--- config.mk ---
export PLATFORM = sky130hd
export DESIGN_NAME = cfg_reg_arbiter
export DESIGN_NICKNAME = d
export VERILOG_FILES = /design/src/rtl/cfg_reg_pkg.sv /design/src/rtl/rr_arb2.sv /design/src/rtl/cfg_reg_arbiter.sv
export SDC_FILE = /design/constraint.sdc
export NUM_CORES = 1
export LEC_CHECK = 0
export ABC_AREA = 0
export CORE_ASPECT_RATIO = 0.9
export CORE_MARGIN = 10
export CORE_UTILIZATION = 56
export CTS_BUF_LIST = sky130_fd_sc_hd__clkbuf_4 sky130_fd_sc_hd__clkbuf_8 sky130_fd_sc_hd__clkbuf_16
export DETAILED_ROUTE_END_ITERATION = 8
export DONT_BUFFER_PORTS = 1
export HOLD_SLACK_MARGIN = 0.12
export PLACE_DENSITY_LB_ADDON = 0.08
export SETUP_SLACK_MARGIN = 0.15
export SKIP_CTS_REPAIR_TIMING = 1
export SYNTH_ARGS = -nofsm -noshare
export SYNTH_HDL_FRONTEND = slang
export SYNTH_HIERARCHICAL = 1
export SYNTH_SLANG_ARGS = --single-unit
export TNS_END_PERCENT = 100
--- constraint.sdc ---
create_clock -name clk -period 2.1 [get_ports clk]
set_input_delay 0.315 -clock clk [delete_from_list [all_inputs] [get_ports clk]]
set_output_delay 0.315 -clock clk [all_outputs]
set_load 0.01 [all_outputs]
--- src/rtl/cfg_reg_pkg.sv ---
// Shared address map and FSM state type for the config register arbiter.
package cfg_reg_pkg;

  localparam logic [6:0] ADDR_OUT_LO    = 7'h00;
  localparam logic [6:0] ADDR_OUT_HI    = 7'h01;
  localparam logic [6:0] ADDR_PWM_LO    = 7'h02;
  localparam logic [6:0] ADDR_PWM_HI    = 7'h03;
  localparam logic [6:0] ADDR_PWM_DUTY  = 7'h04;
  localparam logic [6:0] MAX_VALID_ADDR = 7'd4;
  localparam logic [6:0] ADDR_LOCK      = 7'h7F;

  typedef enum logic [0:0] {
    StIdle,
    StExec
  } arb_state_e;

endpackage

--- src/rtl/rr_arb2.sv ---
// Two-way round-robin grant; the pointer moves to the loser on every handshake.
module rr_arb2 (
  input  logic       clk,
  input  logic       rst_n,
  input  logic [1:0] valid,
  input  logic       hs,
  output logic [1:0] grant
);

  // 0: requester 0 wins a tie, 1: requester 1 wins a tie
  logic ptr_q;

  always_comb begin
    grant = 2'b00;
    case (valid)
      2'b01:   grant = 2'b01;
      2'b10:   grant = 2'b10;
      2'b11:   grant = ptr_q ? 2'b10 : 2'b01;
      default: grant = 2'b00;
    endcase
  end

  always_ff @(posedge clk or negedge rst_n) begin
    if (!rst_n) begin
      ptr_q <= 1'b0;
    end else if (hs) begin
      ptr_q <= grant[0];
    end
  end

endmodule

--- src/rtl/cfg_reg_arbiter.sv ---
// Two-requester arbiter in front of five 8-bit config registers at 0x00-0x04.
// Optional build macro CFG_ARB_LOCK_EN adds a requester-0-owned write lock at 0x7F.
module cfg_reg_arbiter
  import cfg_reg_pkg::*;
(
  input  logic       clk,
  input  logic       rst_n,
  input  logic       req0_valid,
  output logic       req0_ready,
  input  logic       req0_write,
  input  logic [6:0] req0_addr,
  input  logic [7:0] req0_wdata,
  input  logic       req1_valid,
  output logic       req1_ready,
  input  logic       req1_write,
  input  logic [6:0] req1_addr,
  input  logic [7:0] req1_wdata,
  output logic [7:0] en_reg_out_7_0,
  output logic [7:0] en_reg_out_15_8,
  output logic [7:0] en_reg_pwm_7_0,
  output logic [7:0] en_reg_pwm_15_8,
  output logic [7:0] pwm_duty_cycle,
  output logic       rd_valid,
  output logic [7:0] rd_data,
  output logic       rd_id,
  output logic       err
);

  arb_state_e state_q, state_d;
  logic [1:0] grant;
  logic       hs;
  logic       exec;

  logic       cap_write_q;
  logic       cap_id_q;
  logic [6:0] cap_addr_q;
  logic [7:0] cap_wdata_q;

  logic [7:0] out_lo_q, out_hi_q, pwm_lo_q, pwm_hi_q, duty_q;

  logic       rd_valid_q, rd_id_q, err_q;
  logic [7:0] rd_data_q;

  logic       addr_reg, addr_lock, wr_blocked;
  logic       reg_we, resp_err, rd_resp;
  logic [7:0] read_val;

`ifdef CFG_ARB_LOCK_EN
  logic lock_q, lock_we;
`endif

  assign req0_ready = (state_q == StIdle) && grant[0];
  assign req1_ready = (state_q == StIdle) && grant[1];
  assign hs         = (req0_valid && req0_ready) || (req1_valid && req1_ready);
  assign exec       = (state_q == StExec);
  assign rd_resp    = exec && !cap_write_q;

  rr_arb2 u_arb (
    .clk   (clk),
    .rst_n (rst_n),
    .valid ({req1_valid, req0_valid}),
    .hs    (hs),
    .grant (grant)
  );

  always_comb begin
    state_d = state_q;
    case (state_q)
      StIdle:  if (hs) state_d = StExec;
      StExec:  state_d = StIdle;
      default: state_d = StIdle;
    endcase
  end

  always_ff @(posedge clk or negedge rst_n) begin
    if (!rst_n) begin
      state_q <= StIdle;
    end else begin
      state_q <= state_d;
    end
  end

  always_ff @(posedge clk or negedge rst_n) begin
    if (!rst_n) begin
      cap_write_q <= 1'b0;
      cap_id_q    <= 1'b0;
      cap_addr_q  <= 7'h00;
      cap_wdata_q <= 8'h00;
    end else if (hs) begin
      cap_id_q    <= grant[1];
      cap_write_q <= grant[1] ? req1_write : req0_write;
      cap_addr_q  <= grant[1] ? req1_addr  : req0_addr;
      cap_wdata_q <= grant[1] ? req1_wdata : req0_wdata;
    end
  end

  assign addr_reg = (cap_addr_q <= MAX_VALID_ADDR);
`ifdef CFG_ARB_LOCK_EN
  assign addr_lock  = (cap_addr_q == ADDR_LOCK);
  // Requester 1 never owns the lock and is fenced off the registers while it is set
  assign wr_blocked = cap_id_q && (addr_lock || lock_q);
`else
  assign addr_lock  = 1'b0;
  assign wr_blocked = 1'b0;
`endif

  always_comb begin
    reg_we   = 1'b0;
    resp_err = 1'b0;
    read_val = 8'h00;
`ifdef CFG_ARB_LOCK_EN
    lock_we  = 1'b0;
`endif
    case (cap_addr_q)
      ADDR_OUT_LO:   read_val = out_lo_q;
      ADDR_OUT_HI:   read_val = out_hi_q;
      ADDR_PWM_LO:   read_val = pwm_lo_q;
      ADDR_PWM_HI:   read_val = pwm_hi_q;
      ADDR_PWM_DUTY: read_val = duty_q;
`ifdef CFG_ARB_LOCK_EN
      ADDR_LOCK:     read_val = {7'b0, lock_q};
`endif
      default:       read_val = 8'h00;
    endcase
    if (exec) begin
      if (!(addr_reg || addr_lock)) begin
        resp_err = 1'b1;
      end else if (cap_write_q) begin
        if (wr_blocked) begin
          resp_err = 1'b1;
        end else if (addr_reg) begin
          reg_we = 1'b1;
        end
`ifdef CFG_ARB_LOCK_EN
        else begin
          lock_we = 1'b1;
        end
`endif
      end
    end
  end

  always_ff @(posedge clk or negedge rst_n) begin
    if (!rst_n) begin
      out_lo_q <= 8'h00;
      out_hi_q <= 8'h00;
      pwm_lo_q <= 8'h00;
      pwm_hi_q <= 8'h00;
      duty_q   <= 8'h00;
    end else if (reg_we) begin
      case (cap_addr_q)
        ADDR_OUT_LO:   out_lo_q <= cap_wdata_q;
        ADDR_OUT_HI:   out_hi_q <= cap_wdata_q;
        ADDR_PWM_LO:   pwm_lo_q <= cap_wdata_q;
        ADDR_PWM_HI:   pwm_hi_q <= cap_wdata_q;
        ADDR_PWM_DUTY: duty_q   <= cap_wdata_q;
        default: ;
      endcase
    end
  end

`ifdef CFG_ARB_LOCK_EN
  always_ff @(posedge clk or negedge rst_n) begin
    if (!rst_n) begin
      lock_q <= 1'b0;
    end else if (lock_we) begin
      lock_q <= cap_wdata_q[0];
    end
  end
`endif

  always_ff @(posedge clk or negedge rst_n) begin
    if (!rst_n) begin
      rd_valid_q <= 1'b0;
      rd_data_q  <= 8'h00;
      rd_id_q    <= 1'b0;
      err_q      <= 1'b0;
    end else begin
      rd_valid_q <= rd_resp;
      rd_data_q  <= rd_resp ? read_val : 8'h00;
      err_q      <= resp_err;
      if (rd_resp) rd_id_q <= cap_id_q;
    end
  end

  assign en_reg_out_7_0  = out_lo_q;
  assign en_reg_out_15_8 = out_hi_q;
  assign en_reg_pwm_7_0  = pwm_lo_q;
  assign en_reg_pwm_15_8 = pwm_hi_q;
  assign pwm_duty_cycle  = duty_q;
  assign rd_valid        = rd_valid_q;
  assign rd_data         = rd_data_q;
  assign rd_id           = rd_id_q;
  assign err             = err_q;

endmodule

# Word-level counts from Yosys, hierarchy flattened
# Index checks and enable logic that the tools add are counted.
dict set report op_classes {
  n_lt_le_gt_ge 1
  mux 14
  n_reduce_logical 13
  bitwise 1
  n_eq_ne 7
}
# op n
set op_table {}
lappend op_table {{$pmux 8 s5} 1}
lappend op_table {{$mux 8} 2}
lappend op_table {{$eq 7x2->1 const B} 2}
lappend op_table {{$reduce_and 2->1} 5}
lappend op_table {{$eq 7x1->1 const B} 1}
lappend op_table {{$eq 7x3->1 const B} 1}
lappend op_table {{$le 7x3->1 const B} 1}
lappend op_table {{$logic_not 7->1} 1}
lappend op_table {{$mux 1} 7}
lappend op_table {{$mux 7} 1}
lappend op_table {{$pmux 2 s3} 1}
lappend op_table {{$logic_and 1x1->1} 5}
lappend op_table {{$eq 2x2->1 const B} 2}
lappend op_table {{$eq 2x1->1 const B} 1}
lappend op_table {{$mux 2} 1}
lappend op_table {{$pmux 1 s2} 1}
lappend op_table {{$logic_not 1->1} 1}
lappend op_table {{$logic_or 1x1->1} 1}
lappend op_table {{$not 1->1} 1}
dict set report totals {
  output_inout_bits 53
  inputBits 36
  elab_cells 51
  register_bits 70
}

# Longest topological paths before layout
# Gate-level depths: netlist (run 1).
dict set report depth {
  depth_word 7
  depth_mapped 8
  depth_no_buf 6
}

# Hierarchy
# Netlist (run 1), hierarchy kept.
# module seq_area_each_um2 n_inst area_each_um2 cells_each
set by_module_without_submodules {}
lappend by_module_without_submodules {cfg_reg_arbiter 1726.7 1 3071.7 233}
lappend by_module_without_submodules {rr_arb2 25.0 1 62.6 5}

# Least setup slack after synthesis (run 1)
# Ideal clock, no wire load.
dict set report synth_timing {
  kind {reg-to-reg}
  from {register u_arb.ptr_q}
  to {register u_arb.ptr_q}
  synth_period_minus_slack_ps 1931
  arrival_time_ps 1806
  path_slack_ps 169
  required_time_ps 1975
  setup_time_ps 125
  stages_incl_launch_ff 8
  path_buffers 2
  path_cell_list {dfrtp_1 inv_1 a21boi_0 buf_2 a22oi_1 nor2_1 clkbuf_1 mux2_4}
}
dict set report synth_between {
  elab_chain_len 5
  word_cells_on_any_way 7
  cone_classes {2 x mux; 5 x reduce/logical}
}
# element line_no
set synth_lines {}
lappend synth_lines {{start, declared} rr_arb2.sv:11} ;# logic ptr_q;
lappend synth_lines {{start signal, assigned} rr_arb2.sv:27} ;# ptr_q <= grant[0];
lappend synth_lines {{$mux 2} rr_arb2.sv:18} ;# 2'b11: grant = ptr_q ? 2'b10 : 2'b01;
lappend synth_lines {{$pmux 2 s3} rr_arb2.sv:15} ;# case (valid)
lappend synth_lines {{net grant[1]} cfg_reg_arbiter.sv:30} ;# logic [1:0] grant;
lappend synth_lines {{$logic_and 1x1->1} cfg_reg_arbiter.sv:53} ;# assign req1_ready = (state_q == StIdle) && grant[1];
lappend synth_lines {{$logic_and 1x1->1} cfg_reg_arbiter.sv:54} ;# assign hs = (req0_valid && req0_ready) || (req1_valid && req1_ready);
lappend synth_lines {{$logic_or 1x1->1} cfg_reg_arbiter.sv:54}
lappend synth_lines {{net hs} cfg_reg_arbiter.sv:31} ;# logic hs;
# The timed path passes the listed nets, and every way through them passes these cells.
# A chain may end at the register's enable or synchronous reset.

# Worst setup path after layout (run 1)
dict set report layout_timing {
  from {register cap_addr_q[5]}
  to {register out_hi_q[0] (netlist: en_reg_out_15_8[0])}
}
dict set report layout_between {
  elab_chain_len 4
  word_cells_on_any_way 5
  cone_classes {1 x order compare; 1 x eq/ne; 2 x mux; 1 x reduce/logical}
}
# element line_no
set layout_lines {}
lappend layout_lines {{start, declared} cfg_reg_arbiter.sv:36} ;# logic [6:0] cap_addr_q;
lappend layout_lines {{start signal, assigned} cfg_reg_arbiter.sv:92} ;# cap_addr_q <= grant[1] ? req1_addr : req0_addr;
lappend layout_lines {{$le 7x3->1} cfg_reg_arbiter.sv:97} ;# assign addr_reg = (cap_addr_q <= MAX_VALID_ADDR);
lappend layout_lines {{$mux 1} cfg_reg_arbiter.sv:126} ;# if (!(addr_reg || addr_lock)) begin
lappend layout_lines {{$mux 1} cfg_reg_arbiter.sv:125} ;# if (exec) begin
lappend layout_lines {{$reduce_and 2->1 (no line) (*)} --}
lappend layout_lines {{end signal, assigned} cfg_reg_arbiter.sv:153} ;# ADDR_OUT_HI: out_hi_q <= cap_wdata_q;
lappend layout_lines {{end, declared} cfg_reg_arbiter.sv:39} ;# logic [7:0] out_lo_q, out_hi_q, pwm_lo_q, pwm_hi_q, duty_q;
# Mark *: on every way between the ends. The rest lies on a longest branch, timed or not.

==> metrics.cfg, run 1 <==
[pwr]
leakage_nw=1.692
peakVddDrop_mv=0.6517
power.density_nw_per_um2=1066

[timing]
max_slew.worst_pin.slew_ns=0.3347
number_of_failing_hold_endpoints_at_the_final_stage=0
max_slew_margin_pct=77.69
timing.final.crit_period_ns=1.939
fmax_mhz=515.8
holdWs_ns=0.1682
finalSetupTns_ns=0
grt_setup_unrepaired=yes
final.period_utilization_pct=92.32
report.final.slew_viol_count=0
clock-skew-final_ns=0.007476
setup-violations-final=0

[cells_and_area]
mostFrequentLayoutCells=sky130_fd_sc_hd__dfrtp_1, sky130_fd_sc_hd__mux2_2, sky130_fd_sc_hd__mux2i_1
layout.cells.most_common=sky130_fd_sc_hd__dfrtp_1
final-instance-count-excl-fill=330
syn2layout_area_growth_pct=13.81
num_antenna_cells=0
drive_above_1_share_pct=38.02
final_core_util_pct=66.69
design_area_um2=3567
nets_finish=294

[logic_synthesis]
postSynth.asyncResetShare_pct=100.0
synth_fp_nets=274
number_of_enable_type_register_cells_in_the_synthesized_netlist=0
synth_seq_cells=70
syn-instance-count=238
yosys_most_used_dff=sky130_fd_sc_hd__dfrtp_1
synth_warnings=6
yosysUniqueCellTypes=32
syn_area_um2=3134
share_of_synthesized_area_occupied_by_flip_flops_and_latches_pct=55.89
avgSynthCellArea_um2=13.17

[setup_path]
crit_path_cell_trace=or4_4, nor2_4, and3_4, mux2_2
worst_setup_path_end_kind=register
cp.arrival_ns=2.18
critPathMaxStageDelay_ns=0.58
critical_path.n_buffers_inverters=0
critical_path_required_ns=2.34
path_max_fanout=8
critical-path-slowest-cell=sky130_fd_sc_hd__or4_4
worst_path_dominant_cell_family=simple AND/OR/NAND/NOR gates
worstSetupStartpointType=register
crit_type=register to register

[route]
detail-route-antenna-nets=0
vias_per_cell=6.209
drt_pre_antenna_iters=4
routed-via-count=2049
routed_wl_um=7712
route.detailed.wl_per_inst_um=23.37
route.detailed.drc=0
first_iter_violations=88

[floorplanning]
fp.dieW_um=98.86
rows=25
fp.dieH_um=90.98
core_area_um2=5349
top_level_i_o_count=89
fp.dieArea_um2=8994
start_util_pct=58.60

[clocking]
clkSlewWorstSetupHoldPaths_ns=0.08
library_cell_used_as_clock_root_buffer=sky130_fd_sc_hd__clkbuf_8
ctsLongestPathBuffers=2
cts-htree-levels=3
cts_sinks=70
tritoncts=done
clock_latency_ns=0.35
cts_made_buffers=9

[placed_design]
placedInstanceArea_um2=3281
globalplace.congestion=0.8564
detailed_place_hpwl_um=5577
place.detailed.instances=308
io_buffer_count=0

[global_route]
grt_use_total_pct=17.06
first_global_vias=2122
maximum_number_of_pins_on_one_net_before_global_route_repair=71
grt_antenna_before_repair=0
grt.overflow.total=0
first_pass_grt_wire_length_um=12140

[hold_path]
holdCritPathClass=input port to register

[run_status]
outcome=completed

[job]
drv_cap=0

## where the power goes
part	internal [mW]	switching, mW
combinational	0.436	0.473
sequential	1.58	0.349
clock	0.456	0.506
## worst paths after layout
path,from,endpoint,slack (ns),cells after the start
worst max-delay path,cap_addr_q[5],en_reg_out_15_8[0],0.16,4
worst min-delay path,req1_valid,exec,0.17,2
worst max register to register,cap_addr_q[5],en_reg_out_15_8[0],0.16,4
worst min register to register,cap_id_q,cap_id_q,0.51,1
max in group asynchronous,rst_n,rd_id,1.31,2
min in group asynchronous,rst_n,cap_addr_q[0],0.51,2
## final cells by class
| class | count | area [µm²] |
|---|---|---|
| multi-input cells | 154 | 1365 |
| well taps | 67 | 83.83 |
| clock inverters | 6 | 37.54 |
| clock buffers | 10 | 137.6 |
| fillers | 400 | 1782 |
| inverters | 2 | 7.507 |
| repair buffers | 21 | 183.9 |
| flip-flops and latches | 70 | 1752 |
## cells by family after synthesis
kind of cell	share of synthesized area [%]
multiplexers	26.11
AND/OR/NAND/NOR	8.503
flip-flops	55.89
buffers and inverters	2.036
AO/OA/AOI/OAI	7.465
## through the flow
stage / power, mW / setup slack (ns)
6_report: 3.804 / 0.1612
3_5_place_dp: 2.754 / 0.02813
4_1_cts: 3.713 / 0.01754
5_1_grt: 4.002 / 0.1184
2_1_floorplan: 2.431 / 0.1695
3_3_place_gp: 2.702 / 0.1003
## metal layers
metal / vias to the layer above / GRT usage, % / wire, µm
li1: 906 / - / -
met1: 1034 / 18.84 / 3025
met3: 18 / 9.470 / 731
met2: 91 / 26.79 / 3780
met4: 0 / 6.683 / 174
met5: - / 0 / 0
## sequential cells by signal (all words and copies together), names as in the netlist, 7 cells and up
name,count
en_reg_pwm_15_8,8
en_reg_out_15_8,8
en_reg_out_7_0,8
cap_addr_q,7
en_reg_pwm_7_0,8
pwm_duty_cycle,8
cap_wdata_q,8
rd_data,8
## cells in the mapped netlist (3+ instances only)
cell | n | area share [%]
sky130_fd_sc_hd__a22oi_1 | 9 | 2.2
sky130_fd_sc_hd__nand2_1 | 3 | 0.36
sky130_fd_sc_hd__clkbuf_1 | 5 | 0.60
sky130_fd_sc_hd__buf_2 | 3 | 0.48
sky130_fd_sc_hd__o22ai_1 | 6 | 1.2
sky130_fd_sc_hd__dfrtp_1 | 70 | 56
sky130_fd_sc_hd__mux2_2 | 50 | 18
sky130_fd_sc_hd__a21oi_1 | 16 | 2.6
sky130_fd_sc_hd__nor2_1 | 21 | 2.5
sky130_fd_sc_hd__nor2b_1 | 3 | 0.60
sky130_fd_sc_hd__mux2i_1 | 24 | 7.7
## worst register-to-register path: cells and delay by family, from the launching register on
family	cells	cell delay, ns
flops	1	0.42
simple gates	3	1.06
mux	1	0.35
(Power assumes the default switching activity.)
==> run 2: changes to the inputs <==
- CORE_UTILIZATION: 56 -> 55
- REMOVE_ABC_BUFFERS: not set -> 1
- clock period: 2.1 -> 2 ns (I/O delays scaled with it)
==> metrics.cfg, run 2 (synthesis results as in run 1) <==
[floorplanning]
fp.dieW_um=99.57
fp.dieArea_um2=9122
top_level_i_o_count=89
fp.dieH_um=91.62
start_util_pct=56.02
core_area_um2=5595
rows=26

[cells_and_area]
design_area_um2=3507
drive_above_1_share_pct=37.21
num_antenna_cells=0
layout.cells.most_common=sky130_fd_sc_hd__dfrtp_1
final-instance-count-excl-fill=328
syn2layout_area_growth_pct=11.90
nets_finish=290
mostFrequentLayoutCells=sky130_fd_sc_hd__dfrtp_1, sky130_fd_sc_hd__mux2_2, sky130_fd_sc_hd__mux2i_1
filler_cell_count=428

[route]
route.detailed.wl_per_inst_um=23.47
routed_wl_um=7697
route.detailed.drc=0
first_iter_violations=97
routed-via-count=1967
detail-route-antenna-nets=0
drt_pre_antenna_iters=4
vias_per_cell=5.997

[setup_path]
path_max_fanout=8
worst_setup_path_end_kind=register
timing.reg2reg.worst_path_depth=5
worstSetupStartpointType=register
critical_path_required_ns=2.22
cp.arrival_ns=2.22
crit_type=register to register

[timing]
timing.final.crit_period_ns=1.999
max_slew.worst_pin.slew_ns=0.3315
fmax_mhz=500.2
grt_setup_unrepaired=yes
clock-skew-final_ns=0.006020
final.period_utilization_pct=99.97
number_of_failing_hold_endpoints_at_the_final_stage=70
report.final.slew_viol_count=0
max_slew_margin_pct=77.67
holdWs_ns=-0.3468
setup-violations-final=0

[clocking]
cts_made_buffers=9
tritoncts=done
ctsLongestPathBuffers=2
clock_latency_ns=0.34
clkSlewWorstSetupHoldPaths_ns=0.07
cts-htree-levels=3
cts_sinks=70
library_cell_used_as_clock_root_buffer=sky130_fd_sc_hd__clkbuf_8

[pwr]
leakage_nw=1.659
report.power.total_mw=3.878
power.density_nw_per_um2=1106
peakVddDrop_mv=0.6976

[placed_design]
place.detailed.instances=313
placedInstanceArea_um2=3299
globalplace.congestion=0.7977
io_buffer_count=0
detailed_place_hpwl_um=5694

[global_route]
first_global_vias=2209
maximum_number_of_pins_on_one_net_before_global_route_repair=71
grt_antenna_before_repair=0
grt_use_total_pct=17.24
grt.overflow.total=0
first_pass_grt_wire_length_um=12280

[run_status]
violations=negative hold slack
outcome=finished with violations

[hold_path]
holdCritPathClass=input port to async pin

[job]
drv_cap=0

[run 2: metrics by stage]
step / util, % / worst slack, ns / setup TNS [ns]
floorplan: - / -2.256 / -38.23
global placement: 58.97 / 0.1105 / 0
detailed placement: 58.97 / 0.06426 / 0
CTS: 62.16 / 0.05130 / 0
global route: 62.68 / -0.02979 / -0.1875
finish: 62.68 / 0.0006917 / 0
[run 2: cell type report]
type | instances | area, µm² | area share [%]
well taps | 70 | 87.58 | 2.497
multi-input cells | 154 | 1339 | 38.17
flip-flops and latches | 70 | 1752 | 49.95
clock buffers | 12 | 158.9 | 4.531
repair buffers | 17 | 142.6 | 4.067
clock inverters | 3 | 20.02 | 0.5708
inverters | 2 | 7.507 | 0.2141
[run 2: final timing paths]
kind,from,endpoint,slack (ns)
setup / recovery,cap_addr_q[5],pwm_duty_cycle[0],0.0007
hold / removal,rst_n,u_arb/ptr_q,-0.35
setup reg to reg,cap_addr_q[5],pwm_duty_cycle[0],0.0007
hold reg to reg,cap_id_q,rd_id,0.56
max in group asynchronous,rst_n,en_reg_pwm_7_0[2],2.20
min in group clk,req1_valid,exec,0.16
[run 2: worst max-delay path, stage by stage (launching register included)]
cell	delay [ns]
sky130_fd_sc_hd__dfrtp_1	0.41
sky130_fd_sc_hd__or4_4	0.59
sky130_fd_sc_hd__nor3_4	0.18
sky130_fd_sc_hd__and3_4	0.23
sky130_fd_sc_hd__buf_8	0.13
sky130_fd_sc_hd__mux2_2	0.34
[run 2: power breakdown]
group | leakage, nW | switching [mW] | internal [mW] | total, mW
registers | 0.920 | 0.320 | 1.67 | 1.99
logic | 0.651 | 0.480 | 0.398 | 0.878
clock network | 0.0879 | 0.492 | 0.522 | 1.01
total | 1.66 | 1.29 | 2.59 | 3.88
[run 2: metal layers]
| metal | wire length, µm | share of wire [%] | global-route usage (%) |
|---|---|---|---|
| met1 | 2931 | 38 | 19.05 |
| met2 | 3765 | 49 | 27.33 |
| met4 | 53 | 0.69 | 4.654 |
| met5 | 0 | 0 | 0 |
| met3 | 947 | 12 | 10.58 |
==> edit: new RTL, config.mk and constraints of run 1 <==
`rd_data_q` no longer has a reset.
--- a/src/rtl/cfg_reg_arbiter.sv
+++ b/src/rtl/cfg_reg_arbiter.sv
@@ -173,13 +173,15 @@
     if (!rst_n) begin
       rd_valid_q <= 1'b0;
-      rd_data_q  <= 8'h00;
       rd_id_q    <= 1'b0;
       err_q      <= 1'b0;
     end else begin
       rd_valid_q <= rd_resp;
-      rd_data_q  <= rd_resp ? read_val : 8'h00;
       err_q      <= resp_err;
       if (rd_resp) rd_id_q <= cap_id_q;
     end
+  end
+
+  always_ff @(posedge clk) begin
+    rd_data_q <= rd_resp ? read_val : 8'h00;
   end
 
Check against the original RTL: not equivalent (a bounded check fails within 10 cycles, from zero or initial values and one cycle with rst_n low; the reset may be asserted at any time).
==> edit against run 1 <==
  * Wire length shrank 1.7%
  * Sequential share of layout area shrank 1.2 points
  * Global-route usage decreased by 0.37 points
  * Area after synthesis is 0.60% higher
  * Final area up 0.11%
  * Total power increased by 16%
  * Synthesized cell count is 7.6% lower
  * Worst setup slack got worse by 66 ps
  * Clock power up 9%
  * Sequential cell count did not move
  * Maximum frequency decreased by 3.3%
  * Die area is 0.47% higher
  * Critical endpoint is now en_reg_out_7_0[7]
  * Largest cell class unchanged
==> edit: results (changes against run 1) <==
{| class="wikitable"
! Metric !! Value
|-
| Run status || finished, final reports clean (unchanged)
|-
| Clock H-tree levels || 3 (unchanged)
|-
| Source of the worst register-to-register timing path || cap_addr_q[6] (was cap_addr_q[5])
|-
| 1st-iter DRT viols || 90 (was 88)
|-
| Hold path startpoint || req0_addr[1] (was req1_valid)
|-
| Sum of negative setup slack || 0 ps (unchanged)
|-
| Vias in the first global route || 2,110 (was 2,122)
|-
| Top cells by instance count after synthesis || mux2_2 (72), dfrtp_1 (62), mux2i_1 (10) (was dfrtp_1 (70), mux2_2 (50), mux2i_1 (24))
|-
| Root Buffer || clkbuf_8 (unchanged)
|-
| DP HPWL || 5590 um (was 5580 um)
|-
| Gate Count Post-Synth || 220 (was 238)
|-
| Worst-path clk slew || 70 ps
|-
| Final RePlAce weighted congestion || 0.847 (was 0.856)
|-
| Placement Setup Slack || 104 ps (was 28.1 ps)
|-
| Syn Nets || 256 (was 274)
|-
| First-pass detailed-route iteration total || 4 (unchanged)
|-
| Number of diodes added for antenna fixing || 0 (unchanged)
|-
| Initial antenna violation count || 0 (unchanged)
|-
| Number of CTS-inserted buffers || 9 (unchanged)
|-
| Synth cell types || 30 (was 32)
|-
| Number of port buffers || 0 (unchanged)
|-
| Worst hold slack || 186 ps (was 168 ps)
|-
| Maximum vdd ir drop || 786 uV (was 652 uV)
|-
| Clk_lat worst skew || 340 ps
|-
| Highest net fanout along the worst path || 8 (unchanged)
|-
| Sequential-to-total area share from yosys stat || 0.543 (was 0.559)
|-
| Overall via count from detail_route || 1,893 (was 2,049)
|-
| Internal reg-to-reg setup slack || 100 ps (was 160 ps)
|-
| Measured slew at the worst slew-check pin || 490 ps (was 335 ps)
|-
| Leak || 1.63 nW (was 1.69 nW)
|-
| Share of synthesized registers carrying an async set or reset || 0.886 (was 1.00)
|-
| R2r worst-path depth || 3 (was 4)
|-
| Share of final-layout standard cells stronger than drive strength 1 || 0.496 (was 0.380)
|-
| Total global-route track usage || 0.167 (was 0.171)
|-
| Detailed-route wire length per cell || 24.5 um (was 23.4 um)
|-
| Placed Cells incl. Taps || 290 (was 308)
|-
| Count of cells along the worst hold path || 2 (unchanged)
|-
| Layout Nets || 273 (was 294)
|-
| R2R Path End || en_reg_out_7_0[7] (was en_reg_out_15_8[0])
|-
| Buffer levels on the longest clock path || 2 (unchanged)
|-
| Clock skew after layout || 7.49 ps (was 7.48 ps)
|-
| Worst path arrival time || 2230 ps (was 2180 ps)
|-
| Most used flip-flop cell after synthesis || dfrtp_1 (unchanged)
|-
| Cells taking the most area after synthesis || dfrtp_1 (49%), mux2_2 (26%), dfxtp_1 (5.1%) (was dfrtp_1 (56%), mux2_2 (18%), mux2i_1 (7.7%))
|-
| Destination of the worst hold path || cap_addr_q[1] (was exec)
|-
| Global-route wire length before repair || 11,900 um (was 12,100 um)
|-
| Worst Hold Class || input port to register (unchanged)
|-
| Total number of yosys warnings || 6 (unchanged)
|-
| Largest net degree at the start of global routing || 63 (was 71)
|-
| Detailed-route wire length || 7580 um (was 7710 um)
|-
| Post-DP Area || 3290 um^2 (was 3280 um^2)
|}
edit: changes by cell type in the layout (fill, tap and decap cells not counted), moves of 4 or more:
cell | run 1 | this run
dfrtp_1 | 70 | 62
mux2i_1 | 24 | 10
a22oi_1 | 9 | 5
nor2_1 | 20 | 2
buf_4 | 18 | 11
mux2_4 | 5 | 16
a21oi_1 | 16 | 4
mux2_2 | 46 | 65
dfxtp_1 | 0 | 8
nand3_1 | 0 | 5
edit: worst max-delay path by stage:
stage	cells after the start	from	slack, ps	to
after floorplan	4	cap_addr_q[6]	150	en_reg_out_7_0[0]
after global placement	3	cap_addr_q[6]	140	en_reg_out_7_0[5]
after global routing	3	cap_addr_q[6]	70	en_reg_out_7_0[7]
after detailed placement	3	cap_addr_q[6]	100	en_reg_out_7_0[3]
after CTS	3	cap_addr_q[6]	90	en_reg_out_7_0[3]
final	3	cap_addr_q[6]	100	en_reg_out_7_0[7]
edit: critical path, stage by stage (launching register included):
cell and delay, ps:
dfrtp_1 400, or4_4 590, or4_4 560, mux2_4 330
edit: power by group:
part / total (mW) / switching [mW] / internal [mW]
sequential: 2.26 / 0.556 / 1.70
clock: 1.05 / 0.491 / 0.559
combinational: 1.09 / 0.479 / 0.609
total: 4.40 / 1.53 / 2.87
edit: kinds of logic (layout without fill, tap and decap cells):
family / Yosys count / count (layout) / share of synthesized area
DFF: 70 / 70 / 0.543
buffers and inverters: 13 / 35 / 0.0190
and+or+nand+nor: 24 / 24 / 0.0563
muxes: 91 / 91 / 0.332
AOI/OAI and AO/OA: 22 / 22 / 0.0500
edit: area by class of cell:
cell class                 instances  area (um^2)
fill                             397         1780
sequential                        70         1710
multi-input combinational        137         1420
timing repair buffer              15          143
clock buffer                      10          131
tap                               67         83.8
clock inverter                     6         63.8
inverter                           4         15.0
edit: routing by layer:
layer,routed length (um),vias to the layer above,share of wire,track usage
met2,3580,67,0.47,0.254
li1,-,852,-,-
met4,83,0,0.011,0.0549
met1,3160,966,0.42,0.197
met5,0,-,0,0
met3,751,8,0.099,0.0902
